File: config.mk
export PLATFORM = sky130hd
export DESIGN_NAME = instr_fetch_flat
export DESIGN_NICKNAME = d
export VERILOG_FILES = /design/src/rtl/fetch_pkg.sv /design/src/rtl/instr_fetch_if.sv /design/src/rtl/fetch_queue.sv /design/src/rtl/instr_fetch.sv /design/src/flat_wrapper.sv
export SDC_FILE = /design/constraint.sdc
export NUM_CORES = 1
export LEC_CHECK = 0
export BUFFER_PORTS_ARGS = -buffer_cell sky130_fd_sc_hd__buf_2
export CAP_MARGIN = 30
export CORE_ASPECT_RATIO = 1.5
export CORE_UTILIZATION = 55
export CTS_CLUSTER_SIZE = 20
export DETAILED_ROUTE_END_ITERATION = 8
export MAX_ROUTING_LAYER = met4
export PLACE_DENSITY_LB_ADDON = 0.08
export SLEW_MARGIN = 25
export SYNTH_ARGS = -nofsm -noshare
export SYNTH_HDL_FRONTEND = slang
export SYNTH_SLANG_ARGS = --single-unit
File: constraint.sdc
create_clock -name clk -period 5.8 [get_ports clk]
set_clock_uncertainty 0.05 [all_clocks]
set_input_delay 1.74 -clock clk [delete_from_list [all_inputs] [get_ports clk]]
set_output_delay 1.74 -clock clk [all_outputs]
set_load 0.03 [all_outputs]
File: src/rtl/fetch_pkg.sv
// ------------------------------------------------------------------
// fetch_pkg: shared constants and state type for the fetch stage.
// Rev 1.0
// ------------------------------------------------------------------
`default_nettype none

package fetch_pkg;

  localparam logic [31:0] NOP_INSTR_C    = 32'h0000_0013;
  localparam logic [31:0] RESET_VECTOR_C = 32'h0000_0000;
  localparam logic [31:0] PC_INCR        = 32'd4;
  localparam int          QUEUE_DEPTH    = 2;

`ifdef FETCH_MISALIGN_CHECK_EN
  typedef enum logic [1:0] {
    BOOT  = 2'd0,
    RUN   = 2'd1,
    FAULT = 2'd2
  } fetch_state_t;
`else
  typedef enum logic [1:0] {
    BOOT = 2'd0,
    RUN  = 2'd1
  } fetch_state_t;
`endif

  function automatic logic is_word_aligned(input logic [1:0] lsbs);
    return lsbs == 2'b00;
  endfunction

endpackage

`default_nettype wire

File: src/rtl/instr_fetch_if.sv
// ------------------------------------------------------------------
// instr_fetch_if: ROM bus, redirect input and decode handshake.
// Rev 1.0
// ------------------------------------------------------------------
`default_nettype none

interface instr_fetch_if #(
  parameter int DATA_WIDTH = 32,
  parameter int ADDR_WIDTH = 32
);

  logic                  imem_req;
  logic [ADDR_WIDTH-1:0] imem_addr;
  logic [DATA_WIDTH-1:0] imem_rdata;
  logic                  redirect_valid;
  logic [DATA_WIDTH-1:0] redirect_pc;
  logic [DATA_WIDTH-1:0] instr_o;
  logic [DATA_WIDTH-1:0] pc_o;
  logic                  instr_valid;
  logic                  instr_ready;
  logic                  fetch_fault;

  modport master (
    output imem_req, imem_addr, instr_o, pc_o, instr_valid, fetch_fault,
    input  imem_rdata, redirect_valid, redirect_pc, instr_ready
  );

  modport slave (
    input  imem_req, imem_addr, instr_o, pc_o, instr_valid, fetch_fault,
    output imem_rdata, redirect_valid, redirect_pc, instr_ready
  );

endinterface

`default_nettype wire

File: src/rtl/fetch_queue.sv
// ------------------------------------------------------------------
// fetch_queue: 2-entry FIFO of {instr, pc}; slot0 is always the head.
// Rev 1.0
// ------------------------------------------------------------------
`default_nettype none

module fetch_queue
  import fetch_pkg::*;
#(
  parameter int WIDTH = 64
) (
  input  logic             clk,
  input  logic             rst_n,
  input  logic             flush,
  input  logic             push,
  input  logic [WIDTH-1:0] push_data,
  input  logic             pop,
  output logic [WIDTH-1:0] head_data,
  output logic [1:0]       count
);

  logic [WIDTH-1:0] slot0_q, slot0_d;
  logic [WIDTH-1:0] slot1_q, slot1_d;
  logic [1:0]       count_q, count_d;

  always_comb begin
    slot0_d = slot0_q;
    slot1_d = slot1_q;
    count_d = count_q;
    if (flush) begin
      count_d = 2'd0;
    end else begin
      case ({push, pop})
        2'b10: begin
          if (count_q == 2'd0) slot0_d = push_data;
          else                 slot1_d = push_data;
          count_d = count_q + 2'd1;
        end
        2'b01: begin
          slot0_d = slot1_q;
          count_d = count_q - 2'd1;
        end
        2'b11: begin
          // Simultaneous push/pop: the new word lands behind whatever remains.
          if (count_q == 2'(QUEUE_DEPTH)) begin
            slot0_d = slot1_q;
            slot1_d = push_data;
          end else begin
            slot0_d = push_data;
          end
        end
        default: ;
      endcase
    end
  end

  always_ff @(posedge clk) begin
    if (!rst_n) begin
      slot0_q <= '0;
      slot1_q <= '0;
      count_q <= 2'd0;
    end else begin
      slot0_q <= slot0_d;
      slot1_q <= slot1_d;
      count_q <= count_d;
    end
  end

  assign head_data = slot0_q;
  assign count     = count_q;

endmodule

`default_nettype wire

File: src/rtl/instr_fetch.sv
// ------------------------------------------------------------------
// instr_fetch: PC, ROM issue, redirect/squash, decode queue.
// Optional feature macro: FETCH_MISALIGN_CHECK_EN.  Rev 1.0
// ------------------------------------------------------------------
`default_nettype none

module instr_fetch
  import fetch_pkg::*;
#(
  parameter int                    DATA_WIDTH   = 32,
  parameter int                    ADDR_WIDTH   = 32,
  parameter logic [DATA_WIDTH-1:0] RESET_VECTOR = DATA_WIDTH'(RESET_VECTOR_C),
  parameter logic [DATA_WIDTH-1:0] NOP_INSTR    = DATA_WIDTH'(NOP_INSTR_C)
) (
  input  logic          clk,
  input  logic          rst_n,
  instr_fetch_if.master bus
);

  fetch_state_t            state_q, state_d;
  logic [DATA_WIDTH-1:0]   pc_q, pc_d;
  logic [DATA_WIDTH-1:0]   fetch_pc_q, fetch_pc_d;
  logic [DATA_WIDTH-1:0]   pc_hold_q, pc_hold_d;
  logic                    inflight_q, inflight_d;

  logic                    redirect;
  logic                    accept;
  logic                    issue;
  logic                    valid;
  logic [2:0]              occupancy;
  logic [DATA_WIDTH-1:0]   redirect_target;
  logic [1:0]              q_count;
  logic [2*DATA_WIDTH-1:0] q_head;
  logic [DATA_WIDTH-1:0]   head_instr;
  logic [DATA_WIDTH-1:0]   head_pc;

`ifdef FETCH_MISALIGN_CHECK_EN
  logic fault_q, fault_d;
  logic misaligned;
`endif

  assign {head_instr, head_pc} = q_head;

  always_comb begin
    valid           = (q_count != 2'd0);
    accept          = valid && bus.instr_ready;
    redirect_target = bus.redirect_pc & ~DATA_WIDTH'(3);
`ifdef FETCH_MISALIGN_CHECK_EN
    redirect   = bus.redirect_valid && (state_q != FAULT);
    misaligned = redirect && !is_word_aligned(bus.redirect_pc[1:0]);
`else
    redirect   = bus.redirect_valid;
`endif
    // Count the word leaving this cycle so streaming keeps one request per cycle.
    occupancy = {1'b0, q_count} + {2'b00, inflight_q} - {2'b00, accept};
    issue     = (state_q == RUN) && !bus.redirect_valid && (occupancy < 3'd2);
  end

  always_comb begin
    state_d    = state_q;
    pc_d       = pc_q;
    fetch_pc_d = fetch_pc_q;
    inflight_d = issue;
    pc_hold_d  = valid ? head_pc : pc_hold_q;
`ifdef FETCH_MISALIGN_CHECK_EN
    fault_d    = fault_q;
`endif
    if (state_q == BOOT) state_d = RUN;
    if (issue) begin
      pc_d       = pc_q + DATA_WIDTH'(PC_INCR);
      fetch_pc_d = pc_q;
    end
`ifdef FETCH_MISALIGN_CHECK_EN
    if (misaligned) begin
      state_d = FAULT;
      fault_d = 1'b1;
    end else if (redirect) begin
      pc_d = redirect_target;
    end
`else
    if (redirect) pc_d = redirect_target;
`endif
  end

  always_ff @(posedge clk) begin
    if (!rst_n) begin
      state_q    <= BOOT;
      pc_q       <= RESET_VECTOR;
      fetch_pc_q <= RESET_VECTOR;
      pc_hold_q  <= RESET_VECTOR;
      inflight_q <= 1'b0;
`ifdef FETCH_MISALIGN_CHECK_EN
      fault_q    <= 1'b0;
`endif
    end else begin
      state_q    <= state_d;
      pc_q       <= pc_d;
      fetch_pc_q <= fetch_pc_d;
      pc_hold_q  <= pc_hold_d;
      // A redirect never issues, so the in-flight word is dropped on arrival.
      inflight_q <= inflight_d;
`ifdef FETCH_MISALIGN_CHECK_EN
      fault_q    <= fault_d;
`endif
    end
  end

  fetch_queue #(
    .WIDTH (2*DATA_WIDTH)
  ) u_queue (
    .clk       (clk),
    .rst_n     (rst_n),
    .flush     (redirect),
    .push      (inflight_q && !redirect),
    .push_data ({bus.imem_rdata, fetch_pc_q}),
    .pop       (accept && !redirect),
    .head_data (q_head),
    .count     (q_count)
  );

  assign bus.imem_req    = issue;
  assign bus.imem_addr   = pc_q[ADDR_WIDTH-1:0];
  assign bus.instr_valid = valid;
  assign bus.instr_o     = valid ? head_instr : NOP_INSTR;
  assign bus.pc_o        = valid ? head_pc : pc_hold_q;
`ifdef FETCH_MISALIGN_CHECK_EN
  assign bus.fetch_fault = fault_q;
`else
  assign bus.fetch_fault = 1'b0;
`endif

endmodule

`default_nettype wire

File: src/flat_wrapper.sv
// flat-port wrapper written by rule: the top's interface ports become plain ports
module instr_fetch_flat import fetch_pkg::*;
#(
  parameter int                    DATA_WIDTH   = 32,
  parameter int                    ADDR_WIDTH   = 32,
  parameter logic [DATA_WIDTH-1:0] RESET_VECTOR = DATA_WIDTH'(RESET_VECTOR_C),
  parameter logic [DATA_WIDTH-1:0] NOP_INSTR    = DATA_WIDTH'(NOP_INSTR_C)
)
  (clk, rst_n, bus_imem_req, bus_imem_addr, bus_instr_o, bus_pc_o, bus_instr_valid, bus_fetch_fault, bus_imem_rdata, bus_redirect_valid, bus_redirect_pc, bus_instr_ready);
  instr_fetch_if #(.DATA_WIDTH(DATA_WIDTH), .ADDR_WIDTH(ADDR_WIDTH)) bus_i ();
  input  logic clk;
  input  logic rst_n;
  output wire logic [$bits(bus_i.imem_req)-1:0] bus_imem_req;
  output wire logic [$bits(bus_i.imem_addr)-1:0] bus_imem_addr;
  output wire logic [$bits(bus_i.instr_o)-1:0] bus_instr_o;
  output wire logic [$bits(bus_i.pc_o)-1:0] bus_pc_o;
  output wire logic [$bits(bus_i.instr_valid)-1:0] bus_instr_valid;
  output wire logic [$bits(bus_i.fetch_fault)-1:0] bus_fetch_fault;
  input wire logic [$bits(bus_i.imem_rdata)-1:0] bus_imem_rdata;
  input wire logic [$bits(bus_i.redirect_valid)-1:0] bus_redirect_valid;
  input wire logic [$bits(bus_i.redirect_pc)-1:0] bus_redirect_pc;
  input wire logic [$bits(bus_i.instr_ready)-1:0] bus_instr_ready;
  assign bus_imem_req = bus_i.imem_req;
  assign bus_imem_addr = bus_i.imem_addr;
  assign bus_instr_o = bus_i.instr_o;
  assign bus_pc_o = bus_i.pc_o;
  assign bus_instr_valid = bus_i.instr_valid;
  assign bus_fetch_fault = bus_i.fetch_fault;
  assign bus_i.imem_rdata = bus_imem_rdata;
  assign bus_i.redirect_valid = bus_redirect_valid;
  assign bus_i.redirect_pc = bus_redirect_pc;
  assign bus_i.instr_ready = bus_instr_ready;
  instr_fetch #(.DATA_WIDTH(DATA_WIDTH), .ADDR_WIDTH(ADDR_WIDTH), .RESET_VECTOR(RESET_VECTOR), .NOP_INSTR(NOP_INSTR)) u_core (.clk(clk), .rst_n(rst_n), .bus(bus_i));
endmodule
; ---- Word-level counts from Yosys, hierarchy flattened
; Index checks and enable logic that the tools add are counted.
[word_totals]
ff_bits = 228
latchBits = 0
ram_bits = 0
romBits = 0
input_bits = 68
out_inout_bits = 99
word_cells = 51
mem_count = 0
[op_classes]
addsub = 5
mul = 0
n_div = 0
order_cmp = 1
eq_ne = 7
n_shift = 0
mux = 11
n_bitwise = 2
n_reduce_logical = 16
[ops]
columns = operator, n
row1 = $mux W64, 4
row2 = $pmux W64 S3, 1
row3 = $mux W32, 4
row4 = $pmux W64 S2, 1
row5 = $add A32 B3 Y32 const B, 1
row6 = $reduce_bool A2 Y1, 4
row7 = $eq A2 B2 Y1 const B, 3
row8 = $ne A2 B2 Y1 const B, 3
row9 = $logic_and A1 B1 Y1, 5
row10 = $logic_not A2 Y1, 2
row11 = $pmux W2 S2, 1
row12 = $reduce_and A4 Y1, 1
row13 = $add A2 B1 Y3, 1
row14 = $lt A3 B2 Y1 const B, 1
row15 = $reduce_and A3 Y1, 1
row16 = $reduce_bool A3 Y1, 1
row17 = $sub A3 B1 Y3, 1
row18 = $add A2 B1 Y2 const B, 1
row19 = $eq A2 B1 Y1 const B, 1
row20 = $not A1 Y1, 2
row21 = $reduce_or A2 Y1, 1
row22 = $sub A2 B1 Y2 const B, 1
row23 = $logic_not A1 Y1, 1

; ---- Logic depth before layout (Yosys ltp)
; Gate-level depths: netlist of run 1.
[depth]
word_depth = 7
depth_mapped = 15

; ---- Cells and area by module
; Synthesis of run 1 repeated with hierarchy kept, for this count alone.
[unflattened]
cells_unflattened = 1189
hier_area_um2 = 10203.5
[modules_own_cells]
columns = mod, n_inst, cells_per_inst, area_per_inst_um2, seq_area_each_um2
row1 = fetch_queue, 1, 693, 5781.8, 2602.5
row2 = instr_fetch, 1, 496, 4421.7, 1881.8

; ---- Worst setup path after synthesis of run 1
; No wires, ideal clock.
[synth_path]
path_type = input to output
startpoint = input bus_instr_ready
endpoint = output bus_imem_req
t_arrival_ns = 3.649
path_slack_ns = 0.361
path_stages = 9
n_path_buf = 1
path_cell_list = and2_1 ha_1 nand2b_1 fa_1 nand2_1 nor2_2 nand2_2 inv_1 buf_2
[synth_via]
elab_chain_cells = 4
[synth_rtl]
columns = item, line
row1 = start: declaration, flat_wrapper.sv:22  ; input wire logic [$bits(bus_i.instr_ready)-1:0] bus_instr_ready;
row2 = $logic_and A1 B1 Y1, instr_fetch.sv:46  ; accept = valid && bus.instr_ready;
row3 = $sub A3 B1 Y3, instr_fetch.sv:55  ; occupancy = {1'b0, q_count} + {2'b00, inflight_q} - {2'b00, accept};
row4 = $lt A3 B2 Y1, instr_fetch.sv:56  ; issue = (state_q == RUN) && !bus.redirect_valid && (occupancy < 3'd2);
row5 = $logic_and A1 B1 Y1, instr_fetch.sv:56
row6 = end: declaration, flat_wrapper.sv:13  ; output wire logic [$bits(bus_i.imem_req)-1:0] bus_imem_req;
; No other way between the ends.

; ---- Worst setup path after layout of run 1
; Ends and elaborated chain as after synthesis.

==> results of run 1 <==
final cells by class:
type | instances | area (um^2) | share of cell area
Antenna cell | 1 | 2.502 | 0.0002245
Clock buffer | 30 | 619.3 | 0.05556
Clock inverter | 6 | 36.28 | 0.003255
Inverter | 8 | 32.53 | 0.002918
Multi-Input combinational cell | 757 | 4820 | 0.4324
Sequential cell | 220 | 4404 | 0.3951
Tap cell | 213 | 266.5 | 0.02391
Timing Repair Buffer | 177 | 965.9 | 0.08665
cells in the final DEF (no fill, tap or decap), types with 4 or more instances in the layout:
master	count
and3_1	6
clkbuf_8	6
nor3b_2	10
dfxtp_1	220
nand3_1	15
a21boi_1	22
buf_2	160
and2_1	64
nand4_1	12
nor3_1	5
mux2_2	30
ha_1	6
nand2_1	209
buf_4	14
o21ai_0	25
o211a_1	4
nand2b_1	6
clkinv_2	4
inv_1	7
a21oi_1	19
nor2_1	73
xnor2_1	11
xor2_1	18
a21boi_0	70
nor3b_1	52
a221oi_2	10
clkbuf_16	21
a221oi_1	52
logic make-up after synthesis:
group / Yosys count / synth area share
DFF: 220 / 0.4565
other: 1 / 0.0003887
buffers and inverters: 95 / 0.04578
adders and majority gates: 7 / 0.009856
xor gates and xnor gates: 30 / 0.02801
and+or+nand+nor: 471 / 0.2499
muxes: 31 / 0.03605
AOI/OAI and AO/OA: 215 / 0.1735
report_power, final:
group	switching (mW)	internal, mW	total, mW
clock network	0.572	0.742	1.31
logic	0.130	0.0827	0.213
registers	0.0392	1.54	1.58
total	0.741	2.37	3.11
state kept, by name, indices dropped and copies added, names as in the netlist:
name,count
u_core.inflight_q,1
u_core.state_q,1
u_core.fetch_pc_q,30
u_core.pc_hold_q,32
u_core.u_queue.head_data,62
u_core.u_queue.count,2
u_core.bus.imem_addr,30
u_core.u_queue.slot1_q,62
routing by layer:
| layer | wire (um) | global-route usage | up-vias |
|---|---|---|---|
| li1 | - | - | 3901 |
| met1 | 10120 | 0.3303 | 3758 |
| met2 | 11430 | 0.4534 | 210 |
| met3 | 1274 | 0.04484 | 44 |
| met4 | 582 | 0.08254 | 0 |
| met5 | 0 | - | - |
path summary, 6_finish.rpt:
path	cells past startpoint	from	slack, ps	to
worst max-delay path	10	bus_instr_ready	360	bus_imem_req
worst max register to register	11	u_core.u_queue.count[1]	2260	u_core.bus.imem_addr[13]
worst min register to register	2	u_core.u_queue.slot1_q[26]	410	u_core.u_queue.slot1_q[26]
worst min-delay path	2	u_core.u_queue.slot1_q[26]	410	u_core.u_queue.slot1_q[26]
worst max-delay path, delay by kind of cell:
family,cells,cell delay (ps)
buffers and inverters,3,460
adders and majority gates,2,740
and+or+nand+nor,5,710
through the flow:
stage               power, mW  setup WS, ps
floorplan               1.753         361.1
global placement        1.827         389.6
detailed placement      1.829         377.0
CTS                     3.132         357.0
global route            3.219         242.8
finish                  3.110         355.9
==> impl_metrics.json, run 1 <==
{
  "syn_inst": 1070,
  "synth.top_cells.by_count": "dfxtp_1 (220), nand2_1 (210), nor2_1 (73), a21boi_0 (70), and2_1 (65)",
  "synth_warnings": 0,
  "crit_required_ps": 4010,
  "placed_cells": 1375,
  "insertion_delay_ps": 500,
  "drive_above_1_share": 0.2337,
  "fmax_mhz": 183.7,
  "synthTopCellsByArea": "dfxtp_1 (46%), nand2_1 (8.2%), a21boi_0 (5.4%)",
  "routabilityCongestion": 0.8594,
  "max-vdd-ir-drop_uv": 272.1,
  "post_cts_resized": 0,
  "wl_per_cell_um": 16.58,
  "place_area_um2": 10490,
  "yosys.area.top_type": "dfxtp_1",
  "nNetsFinal": 1260,
  "via_per_inst": 5.604,
  "post_cts_buffers": 0,
  "wirelength_um": 23410,
  "io_pins": 167,
  "ctsHoldBuffers": 0,
  "synth_ff_type": "dfxtp_1",
  "vias": 7913,
  "first_global_vias": 7531,
  "slowest_stage": "fa_1",
  "dr.pass1.iters": 5,
  "initial_core_util": 0.5585,
  "grt_max_degree": 107,
  "grt_pass1_wl_um": 37720,
  "io_buffers": 161,
  "grt.overflow.total": 0,
  "die_height_um": 164.2,
  "tightest_slew_ps": 874.4,
  "fin_cells": 1412,
  "synthDominantCellAreaShare": 0.4565,
  "rsz0062_at_grt": "false",
  "cts_buffers": 21,
  "cts_sinks": 220,
  "cts.clk_slew.worst_paths_ps": 60,
  "rows": 59,
  "fin_tns_setup_ps": 0,
  "netlist_area_um2": 9648,
  "finalSetupViolations": 0,
  "htreeDepth": 1,
  "hp-class": "register to register",
  "fillerInstances": 1524,
  "dieArea_um2": 18090,
  "core_um2": 17270,
  "synth_cell_types": 58,
  "cts-root-buf": "clkbuf_16",
  "slowest_delay_ps": 490,
  "cts_tree": "built",
  "post-synth-top-count-cell": "dfxtp_1",
  "crit_top_cell": "buf_2",
  "antenna_found_initial": 1,
  "final_core_util": 0.6453,
  "status": "finished clean",
  "worst_ep_arrival_time_ps": 3650,
  "hold_viol": 0,
  "critPathLaunchType": "input pin",
  "worstSetupEndpointType": "output pin",
  "route.detailed.drc": 0,
  "area_growth_pct": 15.54,
  "drt_iter0_drc": 473,
  "avgSynthCellArea_um2": 9.017,
  "fin_area_um2": 11150,
  "seq_area_frac_synth": 0.4565,
  "fp.dieW_um": 110.1,
  "hpwl_um": 15040,
  "path_cells": "buf_2 > and2_1 > ha_1 > nand2b_1 > fa_1 > nand2_1 > nor2_2 > nand2_2 > inv_1 > buf_2",
  "postRouteAntennaNets": 0,
  "path_max_fanout": 5,
  "p_leak_nw": 4.422,
  "crit_type": "input pin to output pin",
  "hold-worst-slack_ps": 413.2,
  "synth-seq-cells": 220,
  "finalCritPeriodShare": 0.9386,
  "slew_viol_final": 0,
  "clk_path_buf_depth": 3,
  "pwr_density_cell_nw_per_um2": 279.0,
  "synth_edf_count": 0,
  "maxCapViolations": 0,
  "async_reset_ff_frac": 0,
  "slew_headroom": 0.4126,
  "grtUsageTotal": 0.2705,
  "min_period_ps": 5444
}
No activity file was read; power rests on OpenSTA's default activity.
==> run 2, diff against run 1 <==
--- a/config.mk
+++ b/config.mk
@@ -5,12 +5,13 @@
 export SDC_FILE = /design/constraint.sdc
 export NUM_CORES = 1
 export LEC_CHECK = 0
-export BUFFER_PORTS_ARGS = -buffer_cell sky130_fd_sc_hd__buf_2
 export CAP_MARGIN = 30
 export CORE_ASPECT_RATIO = 1.5
 export CORE_UTILIZATION = 55
 export CTS_CLUSTER_SIZE = 20
 export DETAILED_ROUTE_END_ITERATION = 8
+export DONT_BUFFER_PORTS = 1
+export GPL_TIMING_DRIVEN = 0
 export MAX_ROUTING_LAYER = met4
 export PLACE_DENSITY_LB_ADDON = 0.08
 export SLEW_MARGIN = 25
==> run 2 against run 1 <==
  * Clock power grew 15%
  * Final area fell by 4.0%
  * Maximum frequency decreased by 3.2%
  * Routed wire length is 7.8% higher
==> impl_metrics.json, run 2 (synthesized netlist as in run 1, its figures left out) <==
{
  "vias": 7616,
  "placed_cells": 1285,
  "path_max_fanout": 10,
  "io_buffers": 0,
  "post_cts_buffers": 0,
  "slew_headroom": 0.5284,
  "rsz0062_at_grt": "false",
  "cts-root-buf": "clkbuf_16",
  "wirelength_um": 25230,
  "worst_ep_arrival_time_ps": 3840,
  "io_pins": 167,
  "dieArea_um2": 18090,
  "min_period_ps": 5627,
  "cts_buffers": 22,
  "area_growth_pct": 10.91,
  "pwr_density_cell_nw_per_um2": 307.2,
  "first_global_vias": 7167,
  "worstSetupEndpointType": "output pin",
  "fmax_mhz": 177.7,
  "slowest_stage": "fa_1",
  "crit_type": "input pin to output pin",
  "grtUsageTotal": 0.2851,
  "postRouteAntennaNets": 0,
  "drive_above_1_share": 0.1245,
  "core_um2": 17270,
  "rows": 59,
  "timing.rr.start": "u_core.u_queue.count[1]",
  "initial_core_util": 0.5585,
  "fin_cells": 1324,
  "maxCapViolations": 0,
  "slowest_delay_ps": 480,
  "grt_pass1_wl_um": 38380,
  "routabilityCongestion": 0.9273,
  "hpwl_um": 18320,
  "grt.overflow.total": 0,
  "status": "finished clean",
  "finalCritPeriodShare": 0.9702,
  "htreeDepth": 1,
  "antenna_found_initial": 3,
  "crit_start": "bus_instr_ready",
  "critPathLaunchType": "input pin",
  "nNetsFinal": 1170,
  "hold_viol": 0,
  "max-vdd-ir-drop_uv": 271.3,
  "p_leak_nw": 3.865,
  "insertion_delay_ps": 510,
  "worstHoldStart": "u_core.u_queue.slot1_q[20]",
  "clk_path_buf_depth": 3,
  "die_height_um": 164.2,
  "fin_tns_setup_ps": 0,
  "via_per_inst": 5.752,
  "layout_commonest_cell": "dfxtp_1",
  "cts.clk_slew.worst_paths_ps": 60,
  "cts_tree": "built",
  "fp.dieW_um": 110.1,
  "layout_common_cells": "dfxtp_1 (220), nand2_1 (210), nor2_1 (73)",
  "path_cells": "and2_1 > ha_1 > nand2b_1 > fa_1 > nand2_1 > nor2_4 > nand2_2 > inv_1 > buf_2",
  "tightest_slew_ps": 707.4,
  "route.detailed.drc": 0,
  "crit_required_ps": 4010,
  "drt_iter0_drc": 440,
  "grt_max_degree": 15,
  "slew_viol_final": 0,
  "wl_per_cell_um": 19.05,
  "dr.pass1.iters": 5,
  "cts_sinks": 220,
  "hp-class": "register to register",
  "finalSetupViolations": 0
}
## run 2: per-stage QoR
step	hold WS (ps)	power, mW	area, um^2	setup WS [ps]	utilization
floorplan	393.3	1.753	9656	361.1	-
CTS	414.5	3.314	10700	79.41	0.6192
global route	429.5	3.391	10700	55.85	0.6194
detailed placement	406.5	1.809	9922	-0.1474	0.5744
global placement	398.8	1.806	9922	33.88	0.5744
finish	412.3	3.287	10700	173.1	0.6194
## run 2: final timing paths
| kind | slack (ps) | cells past startpoint | endpoint |
|---|---|---|---|
| max | 170 | 9 | bus_imem_req |
| min | 410 | 2 | u_core.u_queue.slot1_q[20] |
| max reg2reg | 2310 | 13 | u_core.fetch_pc_q[28] |
| min reg2reg | 410 | 2 | u_core.u_queue.slot1_q[20] |
## run 2: repair_timing
item,in CTS,in global routing
gates cloned,0,0
hold buffers,0,0
gates resized for setup,1,0
setup endpoints to repair,1,1
## run 2: cell type report
cell class | instances | area (um^2)
fillers | 1542 | 6574
multi-input cells | 757 | 4815
plain buffers | 86 | 405.4
inverters | 8 | 32.53
well taps | 213 | 266.5
diodes | 3 | 7.507
clock inverters | 9 | 156.4
flip-flops and latches | 220 | 4404
clock buffers | 28 | 613.1
## run 2: report_power, final
group,internal (mW),switching (mW)
combinational,0.0644,0.0952
sequential,1.54,0.0727
clock,0.923,0.588
total,2.53,0.756
## run 2: per-layer routing
| layer | GRT usage | vias up | share of wire |
|---|---|---|---|
| li1 | - | 3741 | - |
| met1 | 0.3197 | 3583 | 0.39 |
| met2 | 0.4932 | 228 | 0.51 |
| met3 | 0.06468 | 64 | 0.072 |
| met4 | 0.09629 | 0 | 0.030 |
| met5 | - | - | 0 |
## run 2: worst max-delay path: cells and delay by family
family / cells / cell delay [ps]
and+or+nand+nor: 5 / 900
adders and majority gates: 2 / 740
buffers and inverters: 2 / 450
==> run 3, diff against run 2 <==
--- a/config.mk
+++ b/config.mk
@@ -5,6 +5,7 @@
 export SDC_FILE = /design/constraint.sdc
 export NUM_CORES = 1
 export LEC_CHECK = 0
+export ABC_AREA = 1
 export CAP_MARGIN = 30
 export CORE_ASPECT_RATIO = 1.5
 export CORE_UTILIZATION = 55
==> run 3 against run 2 <==
  * Cell count up 30%
  * Non-clock buffer count up 10
  * Sequential power about the same
  * Sequential share of layout area down 1.5 points
  * Core utilization down 0.082 points
  * Maximum frequency down 0.36%
  * Hold slack worse by 18 ps
  * Largest cell class unchanged
==> impl_metrics.json, run 3 <==
{
  "status": "finished clean",
  "cts_buffers": 21,
  "routabilityCongestion": 0.9172,
  "power.internal_mw": 2.476,
  "critPathLaunchType": "input pin",
  "postRouteAntennaNets": 0,
  "slew_headroom": 0.4184,
  "placed_cells": 1682,
  "switching_share": 0.2400,
  "wirelength_um": 25610,
  "fin_cells": 1718,
  "seq_area_frac_synth": 0.4355,
  "synth_cell_types": 32,
  "layout_commonest_cell": "nor2_1",
  "finalCritPeriodShare": 0.9736,
  "fillerInstances": 1743,
  "post-synth-top-count-cell": "nor2_1",
  "cts_tree": "built",
  "grt.overflow.total": 0,
  "multiInputGateArea_um2": 4509,
  "min_period_ps": 5647,
  "total_power_mw": 3.258,
  "finalSetupViolations": 0,
  "via_per_inst": 5.313,
  "cts-root-buf": "clkbuf_16",
  "worstSetupEndpointType": "output pin",
  "core_um2": 17940,
  "synthDominantCellAreaShare": 0.4355,
  "worst_ep_arrival_time_ps": 3860,
  "htreeDepth": 1,
  "synth_ff_type": "dfxtp_1",
  "synth-seq-cells": 220,
  "yosys.area.top_type": "dfxtp_1",
  "vias": 9127,
  "final_core_util": 0.6186,
  "hp-class": "register to register",
  "crit_required_ps": 4010,
  "synthTopCellsByArea": "dfxtp_1 (44%), nor2_1 (10%), nand3_1 (8.9%)",
  "initial_core_util": 0.5637,
  "pwr-share-clk": 0.433,
  "drive_above_1_share": 0.07795,
  "synth_edf_count": 0,
  "grt_max_degree": 15,
  "insertion_delay_ps": 500,
  "ctsHoldBuffers": 0,
  "crit_type": "input pin to output pin",
  "clk_path_buf_depth": 3,
  "fin_tns_setup_ps": 0,
  "fmax_mhz": 177.1,
  "io_buffers": 0,
  "drt_iter0_drc": 590,
  "first_global_vias": 8513,
  "path_max_fanout": 10,
  "die_height_um": 168.1,
  "layout_common_cells": "nor2_1 (276), dfxtp_1 (220), nand2_1 (201)",
  "route.detailed.drc": 0,
  "grtUsageTotal": 0.2808,
  "cts_sinks": 220,
  "nNetsFinal": 1563,
  "cts.clk_slew.worst_paths_ps": 60,
  "area_growth_pct": 9.749,
  "hold_viol": 0,
  "dr.pass1.iters": 6,
  "antenna_cells": 0,
  "hpwl_um": 19120,
  "async_reset_ff_frac": 0,
  "tightest_slew_ps": 870.6,
  "slew_viol_final": 0,
  "p_seq_frac": 0.498,
  "post_cts_buffers": 0,
  "p_comb_frac": 0.069,
  "fp.dieW_um": 112.7,
  "synth.top_cells.by_count": "nor2_1 (276), dfxtp_1 (220), nand2_1 (201), inv_1 (191), nand3_1 (180)",
  "synth_warnings": 0,
  "regArea_um2": 4404,
  "max-vdd-ir-drop_uv": 172.2,
  "pwr_density_cell_nw_per_um2": 293.6,
  "grt_pass1_wl_um": 42060,
  "avgSynthCellArea_um2": 6.913,
  "io_pins": 167,
  "hold-worst-slack_ps": 394.0,
  "antenna_found_initial": 0,
  "dieArea_um2": 18950,
  "rows": 60,
  "syn_inst": 1463,
  "netlist_area_um2": 10110,
  "maxCapViolations": 0,
  "switching_power_mw": 0.7820,
  "p_leak_nw": 5.042,
  "wl_per_cell_um": 14.91
}
-- run 3: cell types whose count changed after synthesis, moves of 14 or more --
| cell | change |
|---|---|
| a21boi_0 | -68 |
| a21boi_1 | -22 |
| a221oi_1 | -52 |
| and2_1 | -64 |
| inv_1 | +184 |
| mux2_2 | -30 |
| nand3_1 | +164 |
| nor2_1 | +203 |
| nor3b_1 | -52 |
| o211ai_1 | +64 |
| o21ai_0 | +96 |
| or2_2 | +35 |
| xor2_1 | -14 |
-- run 3: routing by layer --
metal / wire length, um / part of all wire / track usage / vias to the layer above
met2: 12680 / 0.50 / 0.4995 / 255
met1: 10620 / 0.41 / 0.3206 / 4106
met5: 0 / 0 / - / -
met3: 1609 / 0.063 / 0.04320 / 52
met4: 695 / 0.027 / 0.08986 / 0
li1: - / - / - / 4714
-- run 3: what timing repair did --
item                                    4_1_cts  5_1_grt
cloned                                        0        0
gates resized for setup                       1        2
pin swaps                                     0        0
endpoints found under the setup margin        1        1
-- run 3: cells by family after synthesis --
logic type                 after synthesis  share of synthesized area
DFF                                    220                     0.4355
adders and majority gates                7                   0.009402
AOI/OAI and AO/OA                      229                     0.1330
other                                    1                  0.0003708
and+or+nand+nor                        711                     0.2989
xor gates and xnor gates                 4                   0.003464
buffers and inverters                  291                     0.1194
-- run 3: power groups by stage --
stage	logic (mW)	registers [mW]	clock network [mW]
floorplan	0.177	1.64	0
global placement	0.220	1.65	0
detailed placement	0.224	1.65	0
CTS	0.226	1.62	1.44
global route	0.255	1.63	1.51
finish	0.225	1.62	1.41
-- run 3: worst paths after layout --
path / startpoint / to / slack, ps / depth (start not counted)
hold reg to reg: u_core.pc_hold_q[1] / u_core.pc_hold_q[1] / 390 / 2
setup reg to reg: u_core.u_queue.count[1] / u_core.bus.imem_addr[10] / 2320 / 14
hold / removal: u_core.pc_hold_q[1] / u_core.pc_hold_q[1] / 390 / 2
setup / recovery: bus_instr_ready / bus_imem_req / 150 / 10
-- run 3: final cells by class --
type	instances	share of cell area
inverters	195	0.06595
clock buffers	31	0.05433
clock inverters	5	0.009018
flip-flops and latches	220	0.3968
well taps	217	0.02446
multi-input cells	954	0.4063
plain buffers	96	0.04317
-- run 3: metrics by stage --
step	cell area [um^2]	setup WS (ps)
after detailed placement	10390	-166.3
after CTS	11100	88.68
after floorplan	10120	256.0
after global routing	11100	-0.7039
after global placement	10390	-175.2
final	11100	152.9
-- run 3: worst max-delay path: stages --
cell      delay, ps
inv_1            70
nor2_1          180
ha_1            250
or2_2           300
fa_1            440
nand2_1          80
nor2_1           40
nand2_1         230
clkinv_1        240
clkbuf_4        290
